==> src/rtl/frame_tx_packer.sv <==
// ============================================================================
// Module  : frame_tx_packer (+ crc8_maxim)
// Brief   : Frames a payload byte stream as sync, [seq], payload, CRC8/Maxim.
//           Optional sequence byte enabled by defining FRAME_TX_SEQ_EN.
// Revision: 1.0 - initial release
// ============================================================================
`default_nettype none

module crc8_maxim (
  input  logic [7:0] last_crc,
  input  logic [7:0] data,
  output logic [7:0] crc
);
  logic [7:0] c;

  // Reflected polynomial 0x31 (0x8C), one byte per call, LSB first
  always_comb begin
    c = last_crc ^ data;
    for (int i = 0; i < 8; i++) begin
      c = c[0] ? ((c >> 1) ^ 8'h8C) : (c >> 1);
    end
    crc = c;
  end
endmodule

module frame_tx_packer #(
  parameter logic [7:0] SYNC_BYTE = 8'hA5,
  parameter int         CNT_W     = 16
) (
  input  logic             clk,
  input  logic             rst_n,
  input  logic [7:0]       s_data,
  input  logic             s_valid,
  input  logic             s_last,
  output logic             s_ready,
  output logic [7:0]       m_data,
  output logic             m_valid,
  output logic             m_last,
  input  logic             m_ready,
  output logic [CNT_W-1:0] frame_cnt
);

`ifdef FRAME_TX_SEQ_EN
  typedef enum logic [1:0] {
    S_IDLE    = 2'd0,
    S_SEQ     = 2'd1,
    S_PAYLOAD = 2'd2,
    S_CRC     = 2'd3
  } state_t;
`else
  typedef enum logic [1:0] {
    S_IDLE    = 2'd0,
    S_PAYLOAD = 2'd2,
    S_CRC     = 2'd3
  } state_t;
`endif

  state_t           state_q, state_d;
  logic [7:0]       m_data_q;
  logic             m_valid_q;
  logic             m_last_q;
  logic [7:0]       crc_q, crc_d;
  logic [7:0]       crc_in;
  logic [7:0]       crc_next;
  logic [CNT_W-1:0] frame_cnt_q;
  logic             slot_free;
  logic             load;
  logic [7:0]       ld_data;
  logic             ld_last;

`ifdef FRAME_TX_SEQ_EN
  logic [7:0]       seq_q, seq_d;
  assign crc_in = (state_q == S_SEQ) ? seq_q : s_data;
`else
  assign crc_in = s_data;
`endif

  assign slot_free = !m_valid_q || m_ready;

  crc8_maxim u_crc (
    .last_crc (crc_q),
    .data     (crc_in),
    .crc      (crc_next)
  );

  always_comb begin
    state_d = state_q;
    crc_d   = crc_q;
    load    = 1'b0;
    ld_data = 8'h00;
    ld_last = 1'b0;
    s_ready = 1'b0;
`ifdef FRAME_TX_SEQ_EN
    seq_d   = seq_q;
`endif
    case (state_q)
      S_IDLE: begin
        // Sync byte is emitted without consuming the waiting payload byte
        if (s_valid && slot_free) begin
          load    = 1'b1;
          ld_data = SYNC_BYTE;
`ifdef FRAME_TX_SEQ_EN
          state_d = S_SEQ;
`else
          state_d = S_PAYLOAD;
`endif
        end
      end
`ifdef FRAME_TX_SEQ_EN
      S_SEQ: begin
        if (slot_free) begin
          load    = 1'b1;
          ld_data = seq_q;
          crc_d   = crc_next;
          state_d = S_PAYLOAD;
        end
      end
`endif
      S_PAYLOAD: begin
        s_ready = slot_free;
        if (s_valid && slot_free) begin
          load    = 1'b1;
          ld_data = s_data;
          crc_d   = crc_next;
          if (s_last) begin
            state_d = S_CRC;
          end
        end
      end
      S_CRC: begin
        if (slot_free) begin
          load    = 1'b1;
          ld_data = crc_q;
          ld_last = 1'b1;
          crc_d   = 8'h00;
`ifdef FRAME_TX_SEQ_EN
          seq_d   = seq_q + 8'd1;
`endif
          state_d = S_IDLE;
        end
      end
      default: begin
        state_d = S_IDLE;
      end
    endcase
  end

  always_ff @(posedge clk or negedge rst_n) begin
    if (!rst_n) begin
      state_q     <= S_IDLE;
      crc_q       <= 8'h00;
      m_data_q    <= 8'h00;
      m_valid_q   <= 1'b0;
      m_last_q    <= 1'b0;
      frame_cnt_q <= '0;
`ifdef FRAME_TX_SEQ_EN
      seq_q       <= 8'h00;
`endif
    end else begin
      state_q <= state_d;
      crc_q   <= crc_d;
`ifdef FRAME_TX_SEQ_EN
      seq_q   <= seq_d;
`endif
      if (m_valid_q && m_ready && m_last_q) begin
        frame_cnt_q <= frame_cnt_q + 1'b1;
      end
      if (slot_free) begin
        m_valid_q <= load;
        m_last_q  <= load && ld_last;
        if (load) begin
          m_data_q <= ld_data;
        end
      end
    end
  end

  assign m_data    = m_data_q;
  assign m_valid   = m_valid_q;
  assign m_last    = m_last_q;
  assign frame_cnt = frame_cnt_q;

endmodule

`default_nettype wire
==> config.mk <==
export PLATFORM = sky130hd
export DESIGN_NAME = frame_tx_packer
export DESIGN_NICKNAME = d
export VERILOG_FILES = /design/src/rtl/frame_tx_packer.sv
export SDC_FILE = /design/constraint.sdc
export NUM_CORES = 1
export LEC_CHECK = 0
export BUFFER_PORTS_ARGS = -buffer_cell sky130_fd_sc_hd__buf_4
export CAP_MARGIN = 20
export CORE_MARGIN = 2
export CORE_UTILIZATION = 57
export DETAILED_ROUTE_END_ITERATION = 10
export PLACE_DENSITY = 0.83
export SLEW_MARGIN = 20
export SYNTH_ARGS = -nofsm -noshare
export SYNTH_HDL_FRONTEND = slang
export SYNTH_SLANG_ARGS = --single-unit
==> constraint.sdc <==
create_clock -name clk -period 3.1 [get_ports clk]
set_input_delay 0.465 -clock clk [delete_from_list [all_inputs] [get_ports clk]]
set_output_delay 0.465 -clock clk [all_outputs]
set_load 0.02 [all_outputs]
==> impl_metrics.ini, run 1 <==
[pwr]
cell_internal_pwr_uw = 1170
switching_share = 0.381
seq_power_share = 0.378
power_density_mw_per_mm2 = 861
ir_worst_vdd_mv = 0.562
combPwrFrac = 0.476
netSwitchingPower_uw = 724
clkPwrFrac = 0.145
p_leak_uw = 0.00105

[layout]
area_delta_synth_final_pct = 21.4
final_common_cell = buf_4
drive_gt1_frac = 0.243
final_cell_mix = buf_4 (39), dfrtp_1 (36), nand2_1 (28), xnor2_1 (22), nor2_1 (14)
diodes = 0
nets = 227

[synth]
syn_inst = 172
ys_ff_latch = 36
yosys.cell_types.count = 34
yosys_warnings = 0
avgSynthCellArea_um2 = 10.6
synth.area.top_cells = dfrtp_1 (50%), xnor2_1 (11%), nand2_1 (5.8%), xnor3_1 (5.0%), xor2_1 (3.4%)
synth_top_area_frac = 0.496
synth_area_leader_cell = dfrtp_1
synth_nets = 186
synth_area_mm2 = 0.00182
seq_area_frac_synth = 0.496

[placed_design]
io_buffer_count = 39
dpl.hpwl_um = 2660
routabilityCongestion = 0.815
pre_cts_slack_ns = 1.10

[clock_tree]
cts_tree = yes
clockRootBuffer = clkbuf_4
clock_sinks = 36
htreeDepth = 2
post_cts_resized = 0
hold_buffers = 0
cts.clk_slew.worst_paths_ns = 0.11
cts_buffer_depth = 2
post_cts_buffers = 0
worstSkewPairLatency_ns = 0.35
cts_buffers = 5

[route]
wl_met3_um = 197
vias = 1370
dr_wl_met2_um = 1650
vias_per_cell = 5.31
totalWireLength_um = 3550
dr.pass1.iters = 4
dr.max_layer_used = met4
met1_length_um = 1640
drtAntennaViolNets = 0
wl_per_cell_um = 13.7
drc = 0
drtIter0Drc = 78

[timing]
layout_setup_ws_ns = 1.16
hold_violations = 0
tightest_slew_ns = 0.915
final.setup.tns_ns = 0
finClkSkew_ns = 0.00675
fmax_mhz = 515
period_share = 0.626
slew_headroom = 0.389
finalSetupViolations = 0
finalMaxSlewViolations = 0
min_period_ns = 1.94
worst_hold_slack_ns = 0.0356
rsz0062_at_grt = false

[worst_setup_path]
startpoint_type = flop
r2r_cells = 4
worst-path-buf-inv = 1
critPathMaxStageDelay_ns = 0.42
r2r_end = m_data[0]
path_delay_family = simple AND/OR/NAND/NOR gates
path_cells = nand2b_1, and3_1, buf_4
cpMaxStageDelayCell = dfrtp_1
worstPathRequired_ns = 2.63
cp_max_fo = 13
r2r-start = m_valid
setup.worst_path.class = reg -> out
critPathCaptureType = primary output
cp.arrival_ns = 1.48
r2r_slack_ns = 1.21

[hold_path]
hold_path_class = in -> async

[grt]
grt_pass1_vias = 1218
overflow = 0
grt_max_degree = 37
antenna_found_initial = 0
grt_pass1_wl_um = 5750
grt_usage = 0.222

[floorplan]
ios = 40
dieArea_mm2 = 0.00365
die_w_um = 60.4
rows = 20
die_h_um = 60.4
initial_utilization = 0.595
coreArea_mm2 = 0.00305

[run]
drv_cap = 0

[outcome]
outcome = completed
-- power by group through the flow --
stage	Clock, µW	Combinational (µW)	Sequential [µW]
2_1_floorplan	0	590	786
3_3_place_gp	0	878	717
3_5_place_dp	0	903	728
4_1_cts	278	909	718
5_1_grt	301	980	738
6_report	276	904	718
-- metal layers --
layer  up-vias  track usage
li1        664            -
met1       663        0.309
met2        37        0.328
met3         6       0.0725
met4         0       0.0839
met5         -            0
-- final cells by class --
| cell class | instances | area [µm²] |
|---|---|---|
| flip-flops and latches | 36 | 901 |
| inverters | 4 | 15.0 |
| clock buffers | 7 | 55.1 |
| fillers | 230 | 848 |
| multi-input cells | 127 | 878 |
| well taps | 44 | 55.1 |
| repair buffers | 39 | 293 |
| clock inverters | 1 | 7.51 |
-- worst max path at each step --
stage                      start            end  cells after the start
floorplan           frame_cnt[0]  frame_cnt[14]                      5
global placement         m_ready      m_data[6]                      4
detailed placement       m_ready      m_data[3]                      4
CTS                      m_valid        s_ready                      3
global route             m_valid      m_data[6]                      4
finish                   m_valid        s_ready                      3
-- through the flow --
stage,instances,area (µm²),util,power [µW]
finish,258,2200,0.722,1900
global route,258,2200,0.722,2020
CTS,258,2200,0.722,1910
detailed placement,250,2140,0.702,1630
global placement,250,2140,0.702,1600
floorplan,172,1820,-,1380
-- Yosys cell counts --
master and instances:
xnor2_1 22, o211ai_2 1, a21boi_1 1, nand2_1 28, dfrtp_1 36, a22oi_1 1, nor3_1 1, nor2_1 14
a21oi_1 4, xor3_1 1, and2_1 1, a31oi_1 6, clkbuf_1 3, o21ai_0 7, xnor3_1 4, nor2b_1 1
xor2_1 7, xnor2_2 2, ha_1 1, nand3_1 3, a22o_1 1, and3_1 5, o211ai_1 1, nand4_1 4
inv_1 4, mux2_2 2, or3_1 1, or2_2 1, buf_2 2, o22ai_1 2, nor4_1 1, nand2b_1 2
a221oi_1 1, or4_1 1
-- flip-flops by register name, summed over array words and instances (netlist names) --
register / cells
frame_cnt: 16
m_data: 8
m_valid: 1
crc_q: 8
state_q: 2
m_last: 1
-- logic make-up after synthesis --
kind of cell               count (synthesis)  synth area share
xor gates and xnor gates                  36             0.221
buffers and inverters                      9            0.0200
adders and majority gates                  1           0.00689
AOI/OAI and AO/OA                         25            0.0868
muxes                                      2            0.0124
DFF                                       36             0.496
and+or+nand+nor                           63             0.157
Note: power is estimated with default switching activity, not from simulation.
==> inputs of run 2 (changes only) <==
ABC_AREA = 1   (was default)
CORE_UTILIZATION = 54   (was 57)
PLACE_DENSITY = 0.79   (was 0.83)
clock period = 1.8 ns   (was 3.1 ns; I/O delays follow)
==> run 2 against run 1 <==
Combinational power increased by 83%. Area after synthesis grew 10%. Global-route usage down 1.1 points. Sequential power is 73% higher. Clock power rose by 110%. Synthesized cell count is 41% higher. Die area grew 15%. Critical path type is now reg -> reg.
==> impl_metrics.ini, run 2 <==
[outcome]
outcome = completed

[layout]
final_cell_mix = nand2_1 (74), buf_4 (39), dfrtp_1 (36), inv_1 (30), nand3_1 (15)
largest_reg_flops = 16
area_delta_synth_final_pct = 22.4
final_common_cell = nand2_1
drive_gt1_frac = 0.225
diodes = 0
nets = 302
fill_cells = 300
design_area_mm2 = 0.00245

[worst_setup_path]
path_cells = ha_1, nand3_1, nor3_4, nand3_2, nor2_4, nand2_4, nor2_8, nand2_2, nand2_1, nand2_1
r2r_cells = 10
r2r-start = frame_cnt[0]
r2r_end = frame_cnt[14]
setup.worst_path.class = reg -> reg
cp_max_fo = 5
critPathCaptureType = flop
cp.arrival_ns = 1.79
crit_top_cell = nand2_1
worstPathRequired_ns = 1.97
cpMaxStageDelayCell = dfrtp_1
r2r_slack_ns = 0.19
critPathMaxStageDelay_ns = 0.43
startpoint_type = flop

[synth]
synth_area_mm2 = 0.00200
ys_top_cells_by_count = nand2_1 (74), dfrtp_1 (36), inv_1 (30)
synth_edf_count = 0
syn_inst = 242
ys_ff_latch = 36
yosys_warnings = 0
yosys.cell_types.count = 27
avgSynthCellArea_um2 = 8.27
synth_nets = 256
synth_ff_type = dfrtp_1
synth_most_common_cell = nand2_1
synth_area_leader_cell = dfrtp_1
synth.area.top_cells = dfrtp_1 (45%), nand2_1 (14%), xnor2_1 (5.7%), inv_1 (5.6%), xor2_1 (5.2%)
synth_top_area_frac = 0.450
postSynth.asyncResetShare = 1.00
seq_area_frac_synth = 0.450

[run]
drv_cap = 0

[clock_tree]
worstSkewPairLatency_ns = 0.28
clockRootBuffer = clkbuf_8
cts_buffers = 5
clock_sinks = 36
post_cts_resized = 0
htreeDepth = 2
cts_buffer_depth = 2
cts_tree = yes
hold_buffers = 1
post_cts_buffers = 0
cts.clk_slew.worst_paths_ns = 0.07

[grt]
grt_max_degree = 37
grt_usage = 0.211
overflow = 0
grt_pass1_wl_um = 6820
antenna_found_initial = 0
grt_use_met1 = 0.293
met3_usage = 0.0330
grt_pass1_vias = 1536
busiest_layer = met2
grt_use_met2 = 0.336

[route]
drtIter0Drc = 121
dr.pass1.iters = 5
drtAntennaViolNets = 0
totalWireLength_um = 4020
vias_per_cell = 5.04
vias = 1697
drc = 0
wl_per_cell_um = 11.9

[floorplan]
rows = 22
initial_utilization = 0.555
die_h_um = 64.9
ios = 40
coreArea_mm2 = 0.00361
die_w_um = 64.9
dieArea_mm2 = 0.00421

[timing]
finalMaxSlewViolations = 0
fmax_mhz = 620
slew_headroom = 0.704
rsz0062_at_grt = false
min_period_ns = 1.61
period_share = 0.897
tightest_slew_ns = 0.443
final.setup.tns_ns = 0
hold_violations = 0
finClkSkew_ns = 0.00630
finalSetupViolations = 0

[placed_design]
dpl.hpwl_um = 3080
routabilityCongestion = 0.872
io_buffer_count = 39
postPlaceCellArea_mm2 = 0.00235

[hold_path]
min_to = state_q[0]
whs_path_depth = 3
min_from = s_last
hold_path_class = in -> reg

[pwr]
power_density_mw_per_mm2 = 1420
ir_worst_vdd_mv = 0.999
p_leak_uw = 0.00135
[run 2: cell types whose count changed in the layout (fill, tap and decap cells not counted), sizes merged, moves of 4 or more]
cell	change
a31oi	-6
xnor2	-11
a22oi	+4
nand3	+14
xor2	+6
and3	-5
nand2	+50
o21ai	+9
xnor3	-4
inv	+32
a21oi	-4
[run 2: worst max path at each step]
stage | startpoint | to | slack (ns)
detailed placement | frame_cnt[0] | frame_cnt[14] | 0.20
global route | frame_cnt[0] | frame_cnt[14] | 0.05
finish | frame_cnt[0] | frame_cnt[14] | 0.19
CTS | frame_cnt[0] | frame_cnt[14] | 0.18
floorplan | frame_cnt[0] | frame_cnt[14] | 0.15
global placement | frame_cnt[0] | frame_cnt[14] | 0.26
[run 2: logic make-up (layout without fill, tap and decap cells)]
kind of cell / count (synthesis) / count (layout) / share of synthesized area
adder cells (fa/ha/maj): 1 / 1 / 0.00625
flip-flops: 36 / 36 / 0.450
AND/OR/NAND/NOR: 116 / 116 / 0.282
AO/OA/AOI/OAI: 26 / 26 / 0.0744
buffers and inverters: 37 / 84 / 0.0700
XOR/XNOR: 26 / 26 / 0.118
[run 2: critical path, delay by kind of cell, from the launching register on]
| kind | cells | cell delay (ns) |
|---|---|---|
| and+or+nand+nor | 9 | 0.89 |
| DFF | 1 | 0.43 |
| adders and majority gates | 1 | 0.20 |
[run 2: stage by stage]
step                      setup slack, ns  hold slack, ns   util  power [µW]  cells
after global routing               0.0495           0.197  0.679        3740    337
after global placement              0.264           0.254  0.652        2850    328
after detailed placement            0.195           0.249  0.652        2890    328
final                               0.186           0.190  0.679        3470    337
after floorplan                     0.153         -0.0256      -        2380    242
after CTS                           0.182           0.184  0.679        3480    337
[run 2: area by class of cell]
type	instances	area, µm²	area share
clock buffer	8	90.1	0.0368
inverter	36	135	0.0552
multi-input combinational	169	961	0.392
sequential	36	901	0.368
tap	48	60.1	0.0245
timing repair buffer	40	303	0.124
[run 2: report_power, final]
part / internal (µW) / leakage (µW) / switching (µW) / total (µW)
Combinational: 630 / 0.000839 / 1020 / 1650
Clock: 312 / 0.0000455 / 268 / 580
Sequential: 1050 / 0.000463 / 194 / 1240
Total: 1990 / 0.00135 / 1480 / 3470
[run 2: layer usage]
layer  share of wire  vias to the layer above  wire [µm]
li1                -                      854          -
met2            0.46                       61       1840
met3           0.059                        4        239
met5               0                        -          0
met4           0.012                        0         48
met1            0.47                      778       1890
